===== src/rtl/velocity_ctrl_pkg.sv =====
// Shared definitions for the vehicle speed model: gear codes, per-gear
// speed limits and the velocity controller state encoding.
package velocity_ctrl_pkg;

   localparam logic [2:0] GEAR_N = 3'd0;
   localparam logic [2:0] GEAR_1 = 3'd1;
   localparam logic [2:0] GEAR_2 = 3'd2;
   localparam logic [2:0] GEAR_3 = 3'd3;
   localparam logic [2:0] GEAR_4 = 3'd4;
   localparam logic [2:0] GEAR_5 = 3'd5;
   localparam logic [2:0] GEAR_R = 3'd6;

   localparam logic [7:0] LIM_G1 = 8'd25;
   localparam logic [7:0] LIM_G2 = 8'd45;
   localparam logic [7:0] LIM_G3 = 8'd65;
   localparam logic [7:0] LIM_G4 = 8'd85;
   localparam logic [7:0] LIM_R  = 8'd15;

   typedef enum logic [1:0] {
      ST_STOP  = 2'd0,
      ST_ACCEL = 2'd1,
      ST_COAST = 2'd2,
      ST_BRAKE = 2'd3
   } vel_state_t;

   // Top gear runs up to the absolute ceiling; neutral and code 7 allow no drive.
   function automatic logic [7:0] gear_limit(input logic [2:0] g, input logic [7:0] vmax);
      logic [7:0] lim;
      lim = '0;
      case (g)
         GEAR_1:  lim = LIM_G1;
         GEAR_2:  lim = LIM_G2;
         GEAR_3:  lim = LIM_G3;
         GEAR_4:  lim = LIM_G4;
         GEAR_5:  lim = vmax;
         GEAR_R:  lim = LIM_R;
         default: lim = '0;
      endcase
      return lim;
   endfunction

endpackage


===== src/rtl/velocity_ctrl_if.sv =====
// Pedal/gear inputs and speed outputs of the velocity controller.
interface velocity_ctrl_if;
   logic       accel;
   logic       brake;
   logic       clutch;
   logic [2:0] gear;
   logic [7:0] velocity_out;
   logic       tick;
   logic [1:0] state;
   logic       overspeed;

   modport master (
      output accel, brake, clutch, gear,
      input  velocity_out, tick, state, overspeed
   );

   modport slave (
      input  accel, brake, clutch, gear,
      output velocity_out, tick, state, overspeed
   );
endinterface


===== src/rtl/velocity_ctrl_tick_gen.sv =====
// Free-running prescaler: pulses tick for one cycle every TICK_DIV clocks,
// first pulse on the TICK_DIV-th cycle after reset.
module tick_gen #(
   parameter int unsigned TICK_DIV = 1000000
) (
   input  logic clk,
   input  logic rst,
   output logic tick
);
   localparam int unsigned CW = (TICK_DIV > 1) ? $clog2(TICK_DIV) : 1;

   logic [CW-1:0] count;

   assign tick = (count == CW'(TICK_DIV - 1));

   always_ff @(posedge clk) begin
      if (rst || tick) count <= '0;
      else             count <= count + CW'(1);
   end
endmodule


===== src/rtl/velocity_ctrl.sv =====
// Vehicle speed integrator: applies brake/drag/accel steps on each prescaled
// tick, clamped to the limit of the gear code fed back from the selector.
module velocity_ctrl
   import velocity_ctrl_pkg::*;
#(
   parameter int unsigned TICK_DIV   = 1000000,
   parameter int unsigned ACCEL_STEP = 2,
   parameter int unsigned BRAKE_STEP = 5,
   parameter int unsigned DRAG_STEP  = 1,
   parameter int unsigned VMAX       = 120
) (
   input logic            clk,
   input logic            rst,
   velocity_ctrl_if.slave bus
);
   logic       tick;
   logic [7:0] vel;
   vel_state_t st;
   logic [7:0] gmax;
   logic [8:0] v9, gmax9, lim9, inc9, dec_b9, dec_d9, nxt_v;
   vel_state_t nxt_st;

   tick_gen #(.TICK_DIV(TICK_DIV)) u_tick_gen (
      .clk  (clk),
      .rst  (rst),
      .tick (tick)
   );

   assign gmax = gear_limit(bus.gear, 8'(VMAX));

   // All steps are computed one bit wider so neither add nor subtract can wrap.
   always_comb begin
      v9     = {1'b0, vel};
      gmax9  = {1'b0, gmax};
      lim9   = (gmax9 > 9'(VMAX)) ? 9'(VMAX) : gmax9;
      inc9   = v9 + 9'(ACCEL_STEP);
      dec_b9 = (v9 >= 9'(BRAKE_STEP)) ? v9 - 9'(BRAKE_STEP) : '0;
      dec_d9 = (v9 >= 9'(DRAG_STEP))  ? v9 - 9'(DRAG_STEP)  : '0;
      nxt_v  = v9;
      nxt_st = st;
      if (bus.brake) begin
         nxt_v  = dec_b9;
         nxt_st = (dec_b9 == '0) ? ST_STOP : ST_BRAKE;
      end else if (v9 > gmax9) begin
         nxt_v  = (dec_d9 < gmax9) ? gmax9 : dec_d9;
         nxt_st = ST_COAST;
      end else if (bus.accel && !bus.clutch && (gmax != '0)) begin
         nxt_v  = (inc9 > lim9) ? lim9 : inc9;
         nxt_st = ST_ACCEL;
      end else begin
         nxt_v  = dec_d9;
         nxt_st = (dec_d9 == '0) ? ST_STOP : ST_COAST;
      end
   end

   always_ff @(posedge clk) begin
      if (rst) begin
         vel <= '0;
         st  <= ST_STOP;
      end else if (tick) begin
         vel <= nxt_v[7:0];
         st  <= nxt_st;
      end
   end

   assign bus.velocity_out = vel;
   assign bus.tick         = tick;
   assign bus.state        = st;
   assign bus.overspeed    = (vel > gmax);
endmodule


===== src/flat_wrapper.sv =====
// flat-port wrapper written by rule: the top's interface ports become plain ports
module velocity_ctrl_flat import velocity_ctrl_pkg::*;
#(
   parameter int unsigned TICK_DIV   = 1000000,
   parameter int unsigned ACCEL_STEP = 2,
   parameter int unsigned BRAKE_STEP = 5,
   parameter int unsigned DRAG_STEP  = 1,
   parameter int unsigned VMAX       = 120
)
  (clk, rst, bus_accel, bus_brake, bus_clutch, bus_gear, bus_velocity_out, bus_tick, bus_state, bus_overspeed);
  velocity_ctrl_if bus_i ();
  input logic clk;
  input logic rst;
  input wire logic [$bits(bus_i.accel)-1:0] bus_accel;
  input wire logic [$bits(bus_i.brake)-1:0] bus_brake;
  input wire logic [$bits(bus_i.clutch)-1:0] bus_clutch;
  input wire logic [$bits(bus_i.gear)-1:0] bus_gear;
  output wire logic [$bits(bus_i.velocity_out)-1:0] bus_velocity_out;
  output wire logic [$bits(bus_i.tick)-1:0] bus_tick;
  output wire logic [$bits(bus_i.state)-1:0] bus_state;
  output wire logic [$bits(bus_i.overspeed)-1:0] bus_overspeed;
  assign bus_i.accel = bus_accel;
  assign bus_i.brake = bus_brake;
  assign bus_i.clutch = bus_clutch;
  assign bus_i.gear = bus_gear;
  assign bus_velocity_out = bus_i.velocity_out;
  assign bus_tick = bus_i.tick;
  assign bus_state = bus_i.state;
  assign bus_overspeed = bus_i.overspeed;
  velocity_ctrl #(.TICK_DIV(TICK_DIV), .ACCEL_STEP(ACCEL_STEP), .BRAKE_STEP(BRAKE_STEP), .DRAG_STEP(DRAG_STEP), .VMAX(VMAX)) u_core (.clk(clk), .rst(rst), .bus(bus_i));
endmodule

===== config.mk =====
export PLATFORM = sky130hd
export DESIGN_NAME = velocity_ctrl_flat
export DESIGN_NICKNAME = d
export VERILOG_FILES = /design/src/rtl/velocity_ctrl_pkg.sv /design/src/rtl/velocity_ctrl_if.sv /design/src/rtl/velocity_ctrl_tick_gen.sv /design/src/rtl/velocity_ctrl.sv /design/src/flat_wrapper.sv
export SDC_FILE = /design/constraint.sdc
export NUM_CORES = 1
export LEC_CHECK = 0
export ABC_AREA = 1
export BUFFER_PORTS_ARGS = -buffer_cell sky130_fd_sc_hd__buf_2
export CAP_MARGIN = 40
export CORE_MARGIN = 3
export CORE_UTILIZATION = 48
export CTS_BUF_LIST = sky130_fd_sc_hd__clkbuf_4 sky130_fd_sc_hd__clkbuf_8
export CTS_CLUSTER_DIAMETER = 30
export DETAILED_ROUTE_END_ITERATION = 10
export PLACE_DENSITY = 0.66
export SLEW_MARGIN = 0
export SYNTH_ARGS = -nofsm -noshare
export SYNTH_HDL_FRONTEND = slang
export SYNTH_SLANG_ARGS = --single-unit
export TNS_END_PERCENT = 50

===== constraint.sdc =====
create_clock -name clk -period 5.05 [get_ports clk]
set_input_delay 0.2525 -clock clk [delete_from_list [all_inputs] [get_ports clk]]
set_output_delay 0.2525 -clock clk [all_outputs]
set_load 0.03 [all_outputs]

==> results by group, run 1 <==
Outcome
  – Status: finished, final reports clean

STA
  – Tcrit/Tclk final: 0.627
  – Tmin final: 3.16 ns
  – Fmax: ~320 MHz
  – Unrepaired setup endpoints after global routing: false
  – Slew Limit Fails: 0
  – Clk_skew: roughly 0.0080 ns
  – Final hold slack: 0.159 ns
  – Final TNS setup: 0 ns
  – Worst Max-Slew Pin Slew: ~0.66 ns
  – Fin. Hold Viols: 0
  – Setup ws final: 1.89 ns
  – # setup viols final: 0
  – Slew headroom: 0.557

Place
  – RePlAce Congestion: 1.11
  – Port bufs: 19
  – Cells after DPL: 581
  – Dpl ws: 1.75 ns
  – Post-DP Area: 3210 um2
  – DP Wirelength: 6610 um

Routing
  – Drt wl/cell: 14.2 um
  – Drt pass-1 iters: 5
  – First DRT Iteration DRCs: 259
  – DRT Wirelength: between 8000 and 9000 um
  – # DRC: 0
  – Vias: 3,146
  – Routed vias/inst: about 5.3
  – Routed Antenna Nets: 0

Clock network
  – Hold-fix buffers at CTS: 0
  – Postcts setup bufs: 0
  – Deepest clock path buffer count: 2
  – Clock root cell: clkbuf_8
  – Clock buffer count from CTS: 5
  – Clock sink count: 30
  – Clk slew on worst S/H paths: 0.07 ns
  – Depth of the CTS H-tree: 2
  – Clk Latency, worst-skew pair: between 0.2 and 0.3 ns
  – CTS tree: built
  – Post-CTS Resized: 0

Logic synthesis
  – Yosys warnings: 0
  – Cell variety after synth: 42
  – Yosys reg bits: 30
  – Syn avg cell area: 6.20 um2
  – Post-Syn Nets: 531
  – Post-synthesis sequential area ratio: 0.197
  – Synth Flop Type: dfxtp_1
  – Share of flip-flops with an asynchronous set or reset: 0
  – Post-Syn Area: 3050 um2
  – Post-synthesis cell count: roughly 490
  – EDFF count, synth: 0

Worst setup path
  – CP Launch Type: flop
  – Critical-path top delay cell: dfxtp_1
  – Critical path endpoint category: flop
  – Critical path's most frequent cell: nand2_1
  – Worst Path Arrival: roughly 3.3 ns
  – Worst-path fanout max: 9
  – Setup Crit Path Kind: flop to flop
  – Worst path max stage delay: 0.38 ns
  – FF-to-FF path depth: 18
  – Worst reg2reg setup slack: 1.89 ns
  – Req. time, crit path: 5.21 ns
  – Cell Chain, Critical Path: inv_1 > ha_1 > inv_1 > nor3_2 > nand2_1 > xor2_1 > nor2_1 > ha_1 > a21oi_1 > nand2_1 > nor2_4 > nand2_4 > inv_2 > nand2_1 > nand3_1 > nand2_1 > nand2_1 > o21ai_1

Layout
  – Layout cells sized above 1: 0.123
  – Post-route insts no fill: 589
  – Area grow syn2layout: 8.46%
  – Nets@finish: 553
  – Antenna diode count: 0
  – Fin area: about 3300 um2

Die
  – Die height: roughly 86 um
  – Die Area: 7340 um2
  – Initial core utilization: 0.505
  – Die Width: ~86 um
  – Area of the core: approximately 6000 um2
  – # rows: 28
  – Num ports: 20

Global routing
  – Number of global-route vias before repair: 2,931
  – Initial antenna violation count: 0
  – Grt ovf: 0
  – Overall fraction of global-route tracks in use: 0.239
  – First-pass GRT wire length: 14,000 um
  – Largest net degree at the start of global routing: 18

Job
  – Max_cap viols: 0

Worst hold path
  – Hold Crit Class: input pin to flop
  – Worst hold stages: 2

Pwr
  – Maximum VDD drop: 0.177 mV
  – LEAKAGE: 1.73 nW
  – Pwr dens: 163 nW/um2
==> synth_stat cells (all sizes together), types with 3 or more instances <==
master,instances,area (um2)
a21oi,29,164
dfxtp,30,601
ha,32,400
inv,73,277
nand2,135,547
nand3,55,298
nand4,6,37.5
nor2,57,250
nor3,13,70.1
nor3b,3,27.5
o21ai,27,139
xor2,9,78.8
==> cells in the final DEF (no fill, tap or decap), drive strengths merged, types with 2 or more instances in the layout <==
master	netlist	routed
o21ai	27	27
nor2	57	57
inv	73	73
nand2	135	135
xor2	9	9
a211oi	2	2
nor4	2	2
nand4	6	6
dfxtp	30	30
a21oi	29	29
buf	2	19
xnor2	2	2
ha	32	32
nand3	55	55
clkinv	2	3
nor3	13	13
nand3b	2	2
a31oi	2	2
clkbuf	2	7
nor3b	3	3
==> flip-flops by register name, indices dropped and copies added (netlist names) <==
signal                   count
u_core.bus.state             2
u_core.u_tick_gen.count     20
u_core.bus.velocity_out      8
==> report_power, final <==
part / switching [mW] / internal (mW)
sequential: 0.00121 / 0.239
clock: 0.0927 / 0.115
combinational: 0.0623 / 0.0283
==> area by class of cell <==
class	instances	area, um2
Clock buffer	7	90.1
Clock inverter	1	5.00
Fill cell	618	2720
Inverter	75	284
Multi-Input combinational cell	382	2130
Sequential cell	30	601
Tap cell	75	93.8
Timing Repair Buffer	19	95.1
==> per-stage QoR <==
step           utilization  total power, mW
4_1_cts              0.548            0.542
2_1_floorplan            -            0.312
3_5_place_dp         0.532            0.335
6_report             0.548            0.538
5_1_grt              0.548            0.569
3_3_place_gp         0.532            0.334
==> per-layer routing <==
metal  routed length [um]  GRT usage
met5                    0          0
met4                  223     0.0835
met3                  489     0.0375
met2                 3930      0.403
met1                 3710      0.308
==> path summary, 6_finish.rpt <==
check,startpoint,end
worst min-delay path,rst,u_core.bus.velocity_out[0]$_SDFFE_PP0P_
worst min register to register,u_core.u_tick_gen.count[0]$_SDFF_PP0_,u_core.u_tick_gen.count[0]$_SDFF_PP0_
worst max-delay path,u_core.bus.velocity_out[0]$_SDFFE_PP0P_,u_core.bus.velocity_out[4]$_SDFFE_PP0P_
worst max register to register,u_core.bus.velocity_out[0]$_SDFFE_PP0P_,u_core.bus.velocity_out[4]$_SDFFE_PP0P_
==> cells by family (layout without fill, tap and decap cells) <==
group / Yosys count / in the layout / share of synthesized area
AOI/OAI and AO/OA: 63 / 63 / 0.116
adders and majority gates: 32 / 32 / 0.131
and+or+nand+nor: 276 / 276 / 0.422
buffers and inverters: 79 / 102 / 0.102
DFF: 30 / 30 / 0.197
xor gates and xnor gates: 11 / 11 / 0.0316
==> worst max-delay path: cells and delay by family (launching register included) <==
family	cells	cell delay (ns)
xor gates and xnor gates	1	0.15
adders and majority gates	2	0.55
AOI/OAI and AO/OA	2	0.27
DFF	1	0.38
buffers and inverters	3	0.44
and+or+nand+nor	10	1.23
No activity file was read; power rests on OpenSTA's default activity.
==> inputs of run 2 (changes only) <==
PLACE_DENSITY = 0.68   (was 0.66)
clock period = 2.6 ns   (was 5.05 ns; I/O delays follow)
==> run 2 against run 1 <==
  * The flow now finishes with violations (negative setup slack)
  * Count of clock-buffer cells in the layout down 1
  * Cell count up 12%
  * Worst hold slack worse by 0.14 ns
  * Setup slack worse by 1.9 ns
  * Wire length up 15%
  * Highest routed layer unchanged
==> results by group, run 2 (synthesis gave the netlist of run 1 again) <==
Clock network
  – Clock sink count: 30
  – Clock buffer count from CTS: 5
  – CTS tree: built
  – Depth of the CTS H-tree: 2
  – Clk slew on worst S/H paths: 0.07 ns
  – Clock root cell: clkbuf_8
  – Deepest clock path buffer count: 2
  – Clk Latency, worst-skew pair: 0.29 ns
  – Hold-fix buffers at CTS: 0

Worst setup path
  – CP Launch Type: flop
  – Setup Crit Path Kind: flop to flop
  – Worst-path fanout max: 8
  – Req. time, crit path: 2.78 ns
  – Worst Path Arrival: 2.78 ns
  – Worst reg2reg setup slack: -0.004 ns
  – Critical path endpoint category: flop

Routing
  – Met1 WL: 4080 um
  – DRT Wirelength: 9590 um
  – First DRT Iteration DRCs: 285
  – Routed vias/inst: 5.45
  – Vias: 3,599
  – Drt pass-1 iters: 5
  – Met3 wire len: approximately 560 um
  – Routed Antenna Nets: 0
  – Top Layer Used: met4
  – # DRC: 0
  – Met2 wire len: 4640 um
  – Drt wl/cell: 14.5 um

Pwr
  – Pwr dens: 259 nW/um2
  – Switch share: 0.306
  – Clk pwr share: 0.356
  – LEAKAGE: about 2.1 nW
  – NetSw: approximately 0.34 mW
  – Maximum VDD drop: 0.434 mV
  – Combinational share of power: 0.232
  – Sequential fraction of design power: 0.412
  – Int Pwr: 0.779 mW
  – Power after layout: 1.12 mW

Layout
  – Most common cell after layout, fill and taps aside: nand2_1
  – Area grow syn2layout: 42.3%
  – Nets@finish: around 620
  – Layout cells sized above 1: 0.347
  – Multi-input logic area: 2570 um2
  – Fillers: 512
  – Post-route insts no fill: 660
  – Top reg by flops: u_core.u_tick_gen.count
  – Antenna diode count: 0
  – Register area: 613 um2
  – Fin area: 4330 um2
  – Commonest cells after routing, fill and taps aside: nand2_1, buf_4, inv_1, nand3_1, nor2_1
  – Max reg flops: 20

STA
  – Slew Limit Fails: 0
  – Unrepaired setup endpoints after global routing: true
  – # setup viols final: 1
  – Worst Max-Slew Pin Slew: 0.430 ns
  – Clk_skew: 0.00408 ns
  – Fin. Hold Viols: 0
  – Setup ws final: -0.00417 ns
  – Tmin final: 2.60 ns
  – Tcrit/Tclk final: 1.00
  – Fmax: 384 MHz
  – Slew headroom: 0.713

Place
  – Port bufs: 19
  – DP Wirelength: 6890 um
  – Cells after DPL: roughly 630
  – RePlAce Congestion: a little over 0.9
  – Post-DP Area: between 3000 and 4000 um2
  – Dpl ws: -0.229 ns

Outcome
  – Failing checks: negative setup slack
  – Status: complete, but fails checks

Global routing
  – Number of global-route vias before repair: between 3k and 4k
  – Initial antenna violation count: 0
  – Grt ovf: 0
  – First-pass GRT wire length: 15,200 um
  – Largest net degree at the start of global routing: 17
  – Overall fraction of global-route tracks in use: 0.256

Die
  – Initial core utilization: 0.505
  – Die Area: 7340 um2
  – Die height: 85.7 um
  – Area of the core: approximately 6000 um2
  – Die Width: 85.7 um
  – Num ports: 20
  – # rows: 28

Worst hold path
  – Hold Crit Class: input pin to flop

Job
  – Max_cap viols: 0
-- run 2: per-layer routing --
metal / vias to the layer above / track usage
met5: - / 0
met4: 0 / 0.0892
met3: 34 / 0.0336
met2: 151 / 0.434
met1: 1634 / 0.332
li1: 1780 / -
-- run 2: stage by stage --
step | utilization | hold WS, ns | TNS, ns
after floorplan | - | 0.185 | 0
after global placement | 0.601 | 0.315 | -0.950
after detailed placement | 0.601 | 0.322 | -1.42
after CTS | 0.635 | 0.0195 | 0
after global routing | 0.719 | 0.0308 | -0.662
final | 0.719 | 0.0206 | -0.00417
-- run 2: cell type report --
cell class	count	area share
clock inverters	2	0.00260
repair buffers	89	0.154
flip-flops and latches	30	0.141
well taps	75	0.0217
clock buffers	6	0.0191
multi-input cells	383	0.594
inverters	75	0.0673
-- run 2: what timing repair did --
item,4_1_cts,5_1_grt
buffers inserted,3,15
gates resized for setup,22,82
pin swaps,14,34
endpoints found under the setup margin,7,7
cloned,1,0
-- run 2: worst paths after layout --
kind,cells past startpoint,to,from
worst max-delay path,20,u_core.bus.velocity_out[1]$_SDFFE_PP0P_,u_core.bus.velocity_out[2]$_SDFFE_PP0P_
worst max register to register,20,u_core.bus.velocity_out[1]$_SDFFE_PP0P_,u_core.bus.velocity_out[2]$_SDFFE_PP0P_
worst min register to register,1,u_core.u_tick_gen.count[0]$_SDFF_PP0_,u_core.u_tick_gen.count[0]$_SDFF_PP0_
worst min-delay path,2,u_core.bus.velocity_out[0]$_SDFFE_PP0P_,rst
-- run 2: critical path, stage by stage, from the launching register on --
cell and delay (ns):
dfxtp_4 0.37, buf_12 0.13, nand3_4 0.10, nor2_4 0.12, o21ai_0 0.08, or2_1 0.29, inv_2 0.08, ha_4 0.20
nand2_1 0.08, inv_1 0.06, nand2_1 0.08, nand2_2 0.06, nand2_4 0.09, nand2_4 0.08, buf_4 0.16, nand2_1 0.06
nand3_1 0.08, a21oi_2 0.16, nand2_1 0.08, nand2_1 0.07, o21ai_1 0.06
-- run 2: power by group through the flow --
stage | sequential (mW) | clock [mW] | combinational, mW
finish | 0.463 | 0.400 | 0.260
global route | 0.463 | 0.423 | 0.289
CTS | 0.463 | 0.403 | 0.219
detailed placement | 0.474 | 0 | 0.213
global placement | 0.474 | 0 | 0.210
floorplan | 0.474 | 0 | 0.131
==> inputs of run 3 (changes only) <==
CORE_MARGIN = not set   (was 3)
SETUP_SLACK_MARGIN = 0.2   (was not set)
==> run 3 against run 2 <==
  * The flow now finishes without violations
  * Non-clock buffer count fell by 7
  * Setup slack gained 0.078 ns
  * Wire length shrank 4.5%
  * Design area decreased by 5.4%
  * First-iteration DRC count fell by 16%
  * Power is 4.6% lower
  * Register-to-register slack better by 0.08 ns
  * Die area is 9.1% lower
  * Core utilization decreased by 3.9 points
  * Cell count shrank 1.1%
  * Sequential power hardly changed
  * Maximum frequency is 3.1% higher
  * Largest power group unchanged
==> results by group, run 3 (synthesis gave the netlist of run 1 again) <==
Layout
  – Most common cell after layout, fill and taps aside: nand2_1
  – Fillers: between 500 and 600
  – Commonest cells after routing, fill and taps aside: nand2_1, buf_4, inv_1, nand3_1, nor2_1
  – Utilization after layout: 0.680
  – Antenna diode count: 0
  – Nets@finish: 617
  – Area grow syn2layout: 34.6%
  – Top reg by flops: u_core.u_tick_gen.count
  – Layout cells sized above 1: 0.298
  – Max reg flops: 20

Global routing
  – Number of global-route vias before repair: 3,153
  – Initial antenna violation count: 0
  – Largest net degree at the start of global routing: 17
  – Overall fraction of global-route tracks in use: 0.287
  – Grt ovf: 0
  – First-pass GRT wire length: 14,500 um

STA
  – Slew headroom: 0.693
  – Unrepaired setup endpoints after global routing: true
  – Fmax: 396 MHz
  – Clk_skew: 0.00792 ns
  – # setup viols final: 0
  – Tcrit/Tclk final: 0.972
  – Worst Max-Slew Pin Slew: roughly 0.46 ns
  – Fin. Hold Viols: 0
  – Tmin final: 2.53 ns
  – Final hold slack: about 0.029 ns
  – Slew Limit Fails: 0

Routing
  – # DRC: 0
  – Routed vias/inst: 5.38
  – Routed Antenna Nets: 0
  – DRT Wirelength: 9160 um
  – Drt pass-1 iters: 6
  – First DRT Iteration DRCs: 240
  – Drt wl/cell: 14.0 um
  – Vias: 3,510

Worst setup path
  – Worst reg2reg setup slack: 0.07 ns
  – Worst-path fanout max: 5
  – Critical path endpoint category: flop
  – CP Launch Type: flop
  – FF-to-FF path depth: 20
  – Setup Crit Path Kind: flop to flop
  – Req. time, crit path: ~2.8 ns
  – Worst Path Arrival: 2.70 ns

Die
  – Area of the core: 6030 um2
  – Num ports: 20
  – Die Width: 81.7 um
  – Die height: between 80 and 90 um
  – # rows: 28
  – Initial core utilization: 0.505
  – Die Area: 6670 um2

Clock network
  – Clock root cell: clkbuf_8
  – Clk slew on worst S/H paths: 0.07 ns
  – Hold-fix buffers at CTS: 0
  – Depth of the CTS H-tree: 2
  – CTS tree: built
  – Deepest clock path buffer count: 2
  – Clock sink count: 30
  – Clk Latency, worst-skew pair: 0.28 ns
  – Clock buffer count from CTS: 5

Outcome
  – Status: finished, final reports clean

Pwr
  – Maximum VDD drop: 0.362 mV
  – LEAKAGE: about 2.1 nW
  – Pwr dens: 261 nW/um2

Place
  – DP Wirelength: ~7000 um
  – RePlAce Congestion: 0.920
  – Port bufs: 19

Worst hold path
  – Worst hold stages: 2
  – Hold Crit Class: input pin to flop

Job
  – Max_cap viols: 0
## run 3: path summary, 6_finish.rpt
path	from	end
worst max-delay path	u_core.bus.velocity_out[2]$_SDFFE_PP0P_	u_core.bus.velocity_out[5]$_SDFFE_PP0P_
worst min-delay path	rst	u_core.bus.velocity_out[0]$_SDFFE_PP0P_
worst min register to register	u_core.u_tick_gen.count[0]$_SDFF_PP0_	u_core.u_tick_gen.count[0]$_SDFF_PP0_
worst max register to register	u_core.bus.velocity_out[2]$_SDFFE_PP0P_	u_core.bus.velocity_out[5]$_SDFFE_PP0P_
## run 3: critical path, stage by stage, from the launching register on
cell and delay, ns:
dfxtp_4 0.39, buf_6 0.16, nand3_2 0.14, nor2_2 0.12, nand2_1 0.05, o21ai_0 0.06
or2_1 0.16, inv_1 0.06, ha_1 0.30, nand2_1 0.06, inv_1 0.07, nand3_1 0.12
nand2_4 0.13, buf_4 0.12, nand3_1 0.05, nand3_1 0.08, o21ai_1 0.06, nand2_1 0.06
nand3_1 0.07, nand2_1 0.09, nand2_1 0.06
## run 3: stage by stage
step                      std cells  TNS, ns  instance area (um2)  power (mW)  setup WS [ns]
final                           653        0                 4100        1.07         0.0735
after global routing            653   -0.390                 4100        1.13        -0.0796
after detailed placement        632   -0.984                 3660       0.685         -0.174
after CTS                       650        0                 4010        1.06          0.116
after global placement          632   -0.209                 3660       0.683        -0.0660
after floorplan                 491        0                 3100       0.605          0.150
## run 3: power breakdown
| part | switching (mW) | internal (mW) |
|---|---|---|
| registers | 0.00246 | 0.459 |
| clock network | 0.179 | 0.196 |
| logic | 0.141 | 0.0943 |
## run 3: routing by layer
layer | share of wire | track usage | up-vias | routed length, um
li1 | - | - | 1762 | -
met5 | 0 | 0 | - | 0
met3 | 0.077 | 0.0522 | 22 | 707
met2 | 0.46 | 0.465 | 147 | 4180
met1 | 0.44 | 0.380 | 1579 | 4050
met4 | 0.025 | 0.0982 | 0 | 226
## run 3: layout make-up
class / instances / area (um2) / area share
multi-input combinational: 383 / 2400 / 0.585
sequential: 30 / 616 / 0.150
timing repair buffer: 82 / 608 / 0.148
inverter: 75 / 297 / 0.0723
tap: 75 / 93.8 / 0.0229
clock buffer: 6 / 76.3 / 0.0186
clock inverter: 2 / 10.0 / 0.00244
## run 3: what timing repair did
item,4_1_cts,5_1_grt
cloned,1,0
pin swaps,2,4
endpoints found under the hold margin,0,0
endpoints found under the setup margin,7,9
gates resized for setup,39,16
setup buffers,9,3
